## src/rtl/fft_result_reader.sv

```systemverilog
// Streams one N-word frame out of the FFT work RAM, optionally in bit-reversed order.
// A 2-entry FIFO covers the one-cycle RAM read latency under sink backpressure.
module fft_result_reader #(
  parameter int IWL         = 32,
  parameter int AWL         = 5,
  parameter int BIT_REVERSE = 1
) (
  input  logic           CLK,
  input  logic           RST,
  input  logic           i_START,
  output logic           o_RAM_EN,
  output logic [AWL-1:0] o_RAM_ADDR,
  input  logic [IWL-1:0] i_RAM_DATA,
  output logic [IWL-1:0] o_DATA,
  output logic           o_VALID,
  input  logic           i_READY,
  output logic           o_LAST,
  output logic           o_BUSY,
  output logic           o_DONE
);

  localparam int N = 1 << AWL;

  typedef enum logic [1:0] {
    IDLE,
    READ,
    DRAIN
  } state_t;

  state_t         state_q;
  logic [AWL:0]   idx_q;
  logic           inflight_q;
  logic           infl_last_q;
  logic [IWL-1:0] dat_q [2];
  logic [1:0]     tag_q;
  logic           rd_q;
  logic           wr_q;
  logic [1:0]     cnt_q;
  logic [1:0]     cnt_d;
  logic           done_q;

  logic           pop;
  logic           push;
  logic           issue;
  logic           is_last_idx;
  logic [AWL-1:0] idx_lo;
  logic [AWL-1:0] idx_rev;
  logic [2:0]     outstanding;

  assign idx_lo      = idx_q[AWL-1:0];
  assign is_last_idx = (idx_q == (AWL+1)'(N-1));

  always_comb begin
    idx_rev = '0;
    for (int i = 0; i < AWL; i++) begin
      idx_rev[i] = idx_lo[AWL-1-i];
    end
  end

  assign o_VALID     = (cnt_q != 2'd0);
  assign pop         = o_VALID & i_READY;
  assign push        = inflight_q;
  assign outstanding = {1'b0, cnt_q} + {2'b00, inflight_q};

  // A slot freed by this cycle's pop may be refilled by a read issued now.
  assign issue = (state_q == READ) &
                 ((outstanding < 3'd2) | pop);

  assign o_RAM_EN   = issue;
  assign o_RAM_ADDR = issue ?
                      ((BIT_REVERSE != 0) ? idx_rev : idx_lo) :
                      '0;

  assign o_DATA = o_VALID ? dat_q[rd_q] : '0;
  assign o_LAST = o_VALID & tag_q[rd_q];
  assign o_BUSY = (state_q != IDLE);
  assign o_DONE = done_q;

  always_comb begin
    cnt_d = cnt_q;
    case ({push, pop})
      2'b10:   cnt_d = cnt_q + 2'd1;
      2'b01:   cnt_d = cnt_q - 2'd1;
      default: cnt_d = cnt_q;
    endcase
  end

  always_ff @(posedge CLK or negedge RST) begin
    if (!RST) begin
      state_q     <= IDLE;
      idx_q       <= '0;
      inflight_q  <= 1'b0;
      infl_last_q <= 1'b0;
      dat_q[0]    <= '0;
      dat_q[1]    <= '0;
      tag_q       <= '0;
      rd_q        <= 1'b0;
      wr_q        <= 1'b0;
      cnt_q       <= '0;
      done_q      <= 1'b0;
    end else begin
      done_q      <= 1'b0;
      inflight_q  <= issue;
      infl_last_q <= issue & is_last_idx;
      cnt_q       <= cnt_d;
      if (issue) begin
        idx_q <= idx_q + (AWL+1)'(1);
      end
      if (push) begin
        dat_q[wr_q] <= i_RAM_DATA;
        tag_q[wr_q] <= infl_last_q;
        wr_q        <= ~wr_q;
      end
      if (pop) begin
        rd_q <= ~rd_q;
      end
      unique case (state_q)
        IDLE: begin
          if (i_START) begin
            state_q     <= READ;
            idx_q       <= '0;
            inflight_q  <= 1'b0;
            infl_last_q <= 1'b0;
            rd_q        <= 1'b0;
            wr_q        <= 1'b0;
            cnt_q       <= '0;
          end
        end
        READ: begin
          if (issue && is_last_idx) begin
            state_q <= DRAIN;
          end
        end
        DRAIN: begin
          if (pop && o_LAST) begin
            state_q <= IDLE;
            done_q  <= 1'b1;
          end
        end
        default: state_q <= IDLE;
      endcase
    end
  end

endmodule

```

## config.mk

```make
export PLATFORM = sky130hd
export DESIGN_NAME = fft_result_reader
export DESIGN_NICKNAME = d
export VERILOG_FILES = /design/src/rtl/fft_result_reader.sv
export SDC_FILE = /design/constraint.sdc
export NUM_CORES = 1
export LEC_CHECK = 0
export CAP_MARGIN = 0
export CORE_MARGIN = 2
export CORE_UTILIZATION = 45
export CTS_BUF_LIST = sky130_fd_sc_hd__clkbuf_8
export DETAILED_ROUTE_END_ITERATION = 10
export PLACE_DENSITY = 0.75
export SKIP_CTS_REPAIR_TIMING = 1
export SLEW_MARGIN = 20
export SYNTH_ARGS = -nofsm -noshare
export SYNTH_HDL_FRONTEND = slang
export SYNTH_SLANG_ARGS = --single-unit
```

## constraint.sdc

```tcl
create_clock -name CLK -period 1.8 [get_ports CLK]
set_clock_uncertainty 0.1 [all_clocks]
set_input_delay 0.36 -clock CLK [delete_from_list [all_inputs] [get_ports CLK]]
set_output_delay 0.36 -clock CLK [all_outputs]
set_load 0.03 [all_outputs]
```

======== After elaboration in Yosys (flattened, before gate mapping) ========
Index checks and enable logic that the tools add are counted.
W data, S select, Z words.
word-level totals
  flip-flop bits (word level) ............. 81
  latch bits .............................. 0
  memory bits (writable) .................. 0
  bits in read-only memories .............. 0
  input bits .............................. 36
  output and inout bits ................... 42
  logic and storage cells ................. 82
  memories ................................ 0
operators by class
  $add $sub $neg .......................... 4
  $mul .................................... 0
  divide/modulo/power cells ............... 0
  $lt $le $gt $ge ......................... 7
  equal/unequal tests ..................... 8
  shift operators ......................... 0
  multiplexer cells ....................... 35
  bitwise logic cells ..................... 9
  reduce and logical (&&, ||, !) cells .... 8
operator list
  cell                   number
  $mux W32               5
  $bwmux W64             1
  $demux W32 S1          1
  $mux W6                3
  $mux W1                15
  $mux W2                5
  $add A6 B1 Y6 const B  1
  $eq A6 B5 Y1 const B   1
  $pmux W2 S3            1
  $mux W5                1
  $and A1 B1 Y1          4
  $eq A2 B1 Y1 const B   2
  $eq A2 B2 Y1 const B   2
  $ge A2 B2 Y1 const B   2
  $logic_and A1 B1 Y1    4
  $lt A1 B2 Y1 const B   2
  $ne A2 B2 Y1 const B   2
  $not A1 Y2             2
  $pmux W2 S2            1
  $reduce_bool A2 Y1     2
  $add A2 B1 Y3          1
  $lt A3 B2 Y1 const B   1
  $reduce_and A3 Y1      1
  $add A2 B1 Y2 const B  1
  other kinds (9)        10

======== Logic depth before layout (Yosys ltp) ========
  depth in word-level cells ............... 7
  gate-level depth with buffers ........... 7
  mapped depth without buffers ............ 7

======== Worst setup path before layout ========
No wires, ideal clock.
  kind .................................... register to register
  start ................................... register cnt_q[0]
  end ..................................... register cnt_q[1]
  library setup time ...................... 0.077 ns
  arrival ................................. 1.820 ns
  required time ........................... 1.623 ns
  setup slack ............................. -0.197 ns
  cell stages (with the launch flop) ...... 7
  buffers on the path ..................... 0
  clock period less this slack ............ 1.997 ns
  cell sequence ........................... dfrtp_1 > nor2_2 > inv_1 > and2_1 > ha_1 > or3_1 > a21oi_1
between the ends
  word-level cells in the longest chain between the ends .. 6
  elaborated cells between the ends (all ways) .. 9
  classes of those cells .................. add/sub: 2; eq/ne: 2; mux: 3; bitwise: 1; reduce/logical: 1
RTL lines
  what                                                 line  text
  from (decl)                                          38    logic [1:0] cnt_q;
  from (signal assigned)                               105   cnt_q <= cnt_d;
  $reduce_bool A2 Y1 *                                 60    assign o_VALID = (cnt_q != 2'd0);
  net o_VALID                                          15    output logic o_VALID,
  $and A1 B1 Y1 *                                      61    assign pop = o_VALID & i_READY;
  $eq A2 B1 Y1 / $eq A2 B2 Y1 (equally long branches)  81    case ({push, pop})
  $pmux W2 S2 *                                        81
  $mux W2                                              119   if (i_START) begin
  $mux W2 *                                            117   unique case (state_q)
The timed path passes the listed nets; every way through them passes the cells marked *.
A chain may end at the register's enable or synchronous reset.

======== Final worst setup path ========
  start ................................... register cnt_q[1]
  end ..................................... output port o_DATA[7]
between the ends
  word-level cells in the longest chain between the ends .. 2
RTL lines
  what                line  text
  $reduce_bool A2 Y1  60
  $mux W32            74    assign o_DATA = o_VALID ? dat_q[rd_q] : '0;
  to (decl)           14    output logic [IWL-1:0] o_DATA,
No other way between the ends.

==> results.py <==
metrics = {
    "status": {
        "status": "finished with violations",
        "violations": "negative setup slack",
    },
    "die": {
        "initial_utilization_pct": 45.6,
        "die_y_um": 94.6,
        "io_pins": 78,
        "die_area_um2": 8940,
        "coreArea_um2": 8090,
        "chipWidth_um": 94.6,
        "rows": 33,
    },
    "clock_network": {
        "insertion_delay_ns": 0.34,
        "clockBufferDepth": 2,
        "htree_levels": 3,
        "cts_tree": "done",
        "path_clk_slew_ns": 0.07,
        "cts-root-buf": "clkbuf_8",
        "cts_made_buffers": 9,
        "clock_sinks": 81,
    },
    "sta": {
        "fmax_mhz": 507,
        "worstMarginPinSlew_ns": 0.393,
        "finalHoldViolations": 0,
        "tns_ns": -5.31,
        "fin_crit_sh_pct": 110,
        "setup_ws_ns": -0.171,
        "fin_crit_ns": 1.97,
        "max-slew-margin-rel_pct": 73.8,
        "finalMaxSlewViolations": 0,
        "finalSetupViolations": 39,
        "rsz0062_at_grt": "yes",
    },
    "synthesis": {
        "synthXorXnorAreaFrac_pct": 0.712,
        "yosysTopAreaCell": "dfrtp_1",
        "synth-compound-area-share_pct": 2.34,
        "yosys_warnings": 0,
        "synth_fa_ha_area_share_pct": 1.36,
        "synthMuxAreaShare_pct": 29.9,
        "synth_area_leaders": "dfrtp_1 55%, mux2_2 20%, mux2i_1 9.8%",
        "synth_cell_types": 29,
        "yosysTopAreaCellShare_pct": 54.9,
        "synth_seq_cells": 81,
        "synthCells": 291,
        "synth_fp_nets": 331,
        "synth.avg_cell_area_um2": 12.7,
        "yosysSeqAreaShare_pct": 54.9,
        "synth_top_family_by_area": "multiplexers",
        "synth-simple-area-share_pct": 8.10,
        "syn_area_um2": 3690,
    },
    "placement": {
        "gp_congestion": 0.789,
        "pre_cts_slack_ns": -0.549,
        "io_buffers": 77,
        "dpl.cell_count": 484,
        "dp_hpwl_um": 5060,
    },
    "setup_path": {
        "crit_end": "o_DATA[7]",
        "cp-end-kind": "primary output",
        "path_cells": "buf_6, nor2_4, buf_12, nor2_1, buf_4",
        "path_max_fanout": 33,
        "reg2regPathDepth": 8,
        "cp_data_required_time_ns": 1.34,
        "cp_num_cells": 5,
        "crit_family": "buffers and inverters",
        "r2r-start": "cnt_q[1]",
        "critical-path-max-stage-delay_ns": 0.42,
        "crit_type": "reg2out",
        "path_buf_inv": 3,
        "start_kind": "flip-flop",
        "rrSetupSlack_ns": -0.03,
        "cp.arrival_ns": 1.51,
        "crit_start": "cnt_q[1]",
        "critPathSlowestCell": "dfrtp_1",
        "reg2reg_to": "cnt_q[1]",
    },
    "power": {
        "switching_power_mw": 4.52,
        "p_sw_share_pct": 41.4,
        "vdd_drop_max_uv": 1160,
        "power_density_nw_per_um2": 2200,
        "p_clk_share_pct": 10.7,
        "p_int_mw": 6.39,
        "pwr-share-seq_pct": 29.1,
        "p_leak_nw": 2.32,
        "comb_power_share_pct": 60.2,
    },
    "final_layout": {
        "final_cell_mix": "80 x dfrtp_1, 66 x mux2_2, 54 x buf_4, 40 x nor2_1, 36 x mux2i_1",
        "fillers": 686,
        "diodes": 0,
        "layout_commonest_cell": "dfrtp_1",
        "syn_to_final_growth_pct": 34.5,
        "drive_above_1_share_pct": 42.1,
        "instances_no_fill": 502,
        "utilization_pct": 61.3,
        "num-nets-final": 433,
    },
    "grt": {
        "grt_util_all_layers_pct": 17.6,
        "grt_max_degree": 34,
        "grt_overflow": 0,
        "antenna_found_initial": 0,
        "grt_pass1_vias": 2569,
        "grt_pass1_wl_um": 11900,
    },
    "route": {
        "vias_per_cell": 5.04,
        "firstDrtPassIters": 4,
        "drc": 0,
        "vias": 2528,
        "wirelength_um": 7400,
        "wl_per_cell_um": 14.7,
        "ant_nets": 0,
        "drt_iter0_drc": 49,
    },
    "run": {
        "maxCapViolCount": 0,
    },
    "worst_hold_path": {
        "hp-class": "in2async",
    },
}
worst register-to-register path, delay by kind of cell, from the launching register on:
family | cells | cell delay, ns
flip-flops | 1 | 0.42
XOR/XNOR | 1 | 0.13
adder cells (fa/ha/maj) | 1 | 0.16
AND/OR/NAND/NOR | 3 | 0.64
buffers and inverters | 2 | 0.21
AO/OA/AOI/OAI | 1 | 0.12
flip-flops by register name, summed over array words and instances (netlist names):
register	cells
dat_q	64
infl_last_q	1
state_q	2
idx_q	6
tag_q	2
wr_q	1
o_DONE	1
rd_q	1
inflight_q	1
cnt_q	2
cell families after synthesis:
family                     count (synthesis)
muxes                                    102
DFF                                       81
and+or+nand+nor                           67
buffers and inverters                     23
AOI/OAI and AO/OA                         11
adders and majority gates                  4
xor gates and xnor gates                   3
cells in the mapped netlist, drive strengths merged:
cell type  instances
o31ai              1
a21oi              4
clkbuf             5
nor3b              1
or4                1
o21ai              4
o21bai             1
nand2              7
dfrtp             81
nand2b             1
xor2               1
nor2              42
ha                 4
nand4              4
inv                7
mux2i             36
and2b              1
buf               10
mux2              66
and2               6
xnor2              2
a31o               1
nor3               2
nand3              1
or3                1
clkinv             1
worst min path at each step:
stage / from / endpoint / slack, ns / cells after the start
2_1_floorplan: RST / cnt_q[0] / -0.04 / 0
3_3_place_gp: RST / dat_q[6] / 0.21 / 1
3_5_place_dp: RST / dat_q[6] / 0.21 / 1
4_1_cts: RST / dat_q[6] / -0.17 / 1
5_1_grt: RST / dat_q[6] / 0.40 / 2
6_report: RST / dat_q[6] / 0.38 / 2
power groups by stage:
stage | clock network [mW] | registers, mW | logic, mW
after detailed placement | 0 | 3.22 | 6.39
final | 1.16 | 3.18 | 6.57
after floorplan | 0 | 3.13 | 4.22
after global placement | 0 | 3.16 | 6.27
after global routing | 1.30 | 3.30 | 7.05
after CTS | 1.21 | 3.18 | 6.40
routing by layer:
metal	wire length (µm)	global-route usage (%)
met5	0	0
met4	142	8.94
met3	397	3.83
met2	3480	29.1
met1	3380	21.7
per-stage QoR:
stage	total power, mW	hold slack (ns)	area (µm²)
floorplan	7.35	-0.0356	3700
global placement	9.43	0.207	4690
detailed placement	9.61	0.215	4690
CTS	10.8	-0.167	4860
global route	11.6	0.397	4960
finish	10.9	0.378	4960
area by class of cell:
cell class / count / area, µm² / share of cell area (%)
Sequential cell: 81 / 2030 / 40.9
Multi-Input combinational cell: 187 / 1620 / 32.6
Timing Repair Buffer: 106 / 982 / 19.8
Clock buffer: 11 / 151 / 3.05
Tap cell: 105 / 131 / 2.65
Inverter: 8 / 32.5 / 0.655
Clock inverter: 4 / 21.3 / 0.429
Power figures use the tool's default switching activity.
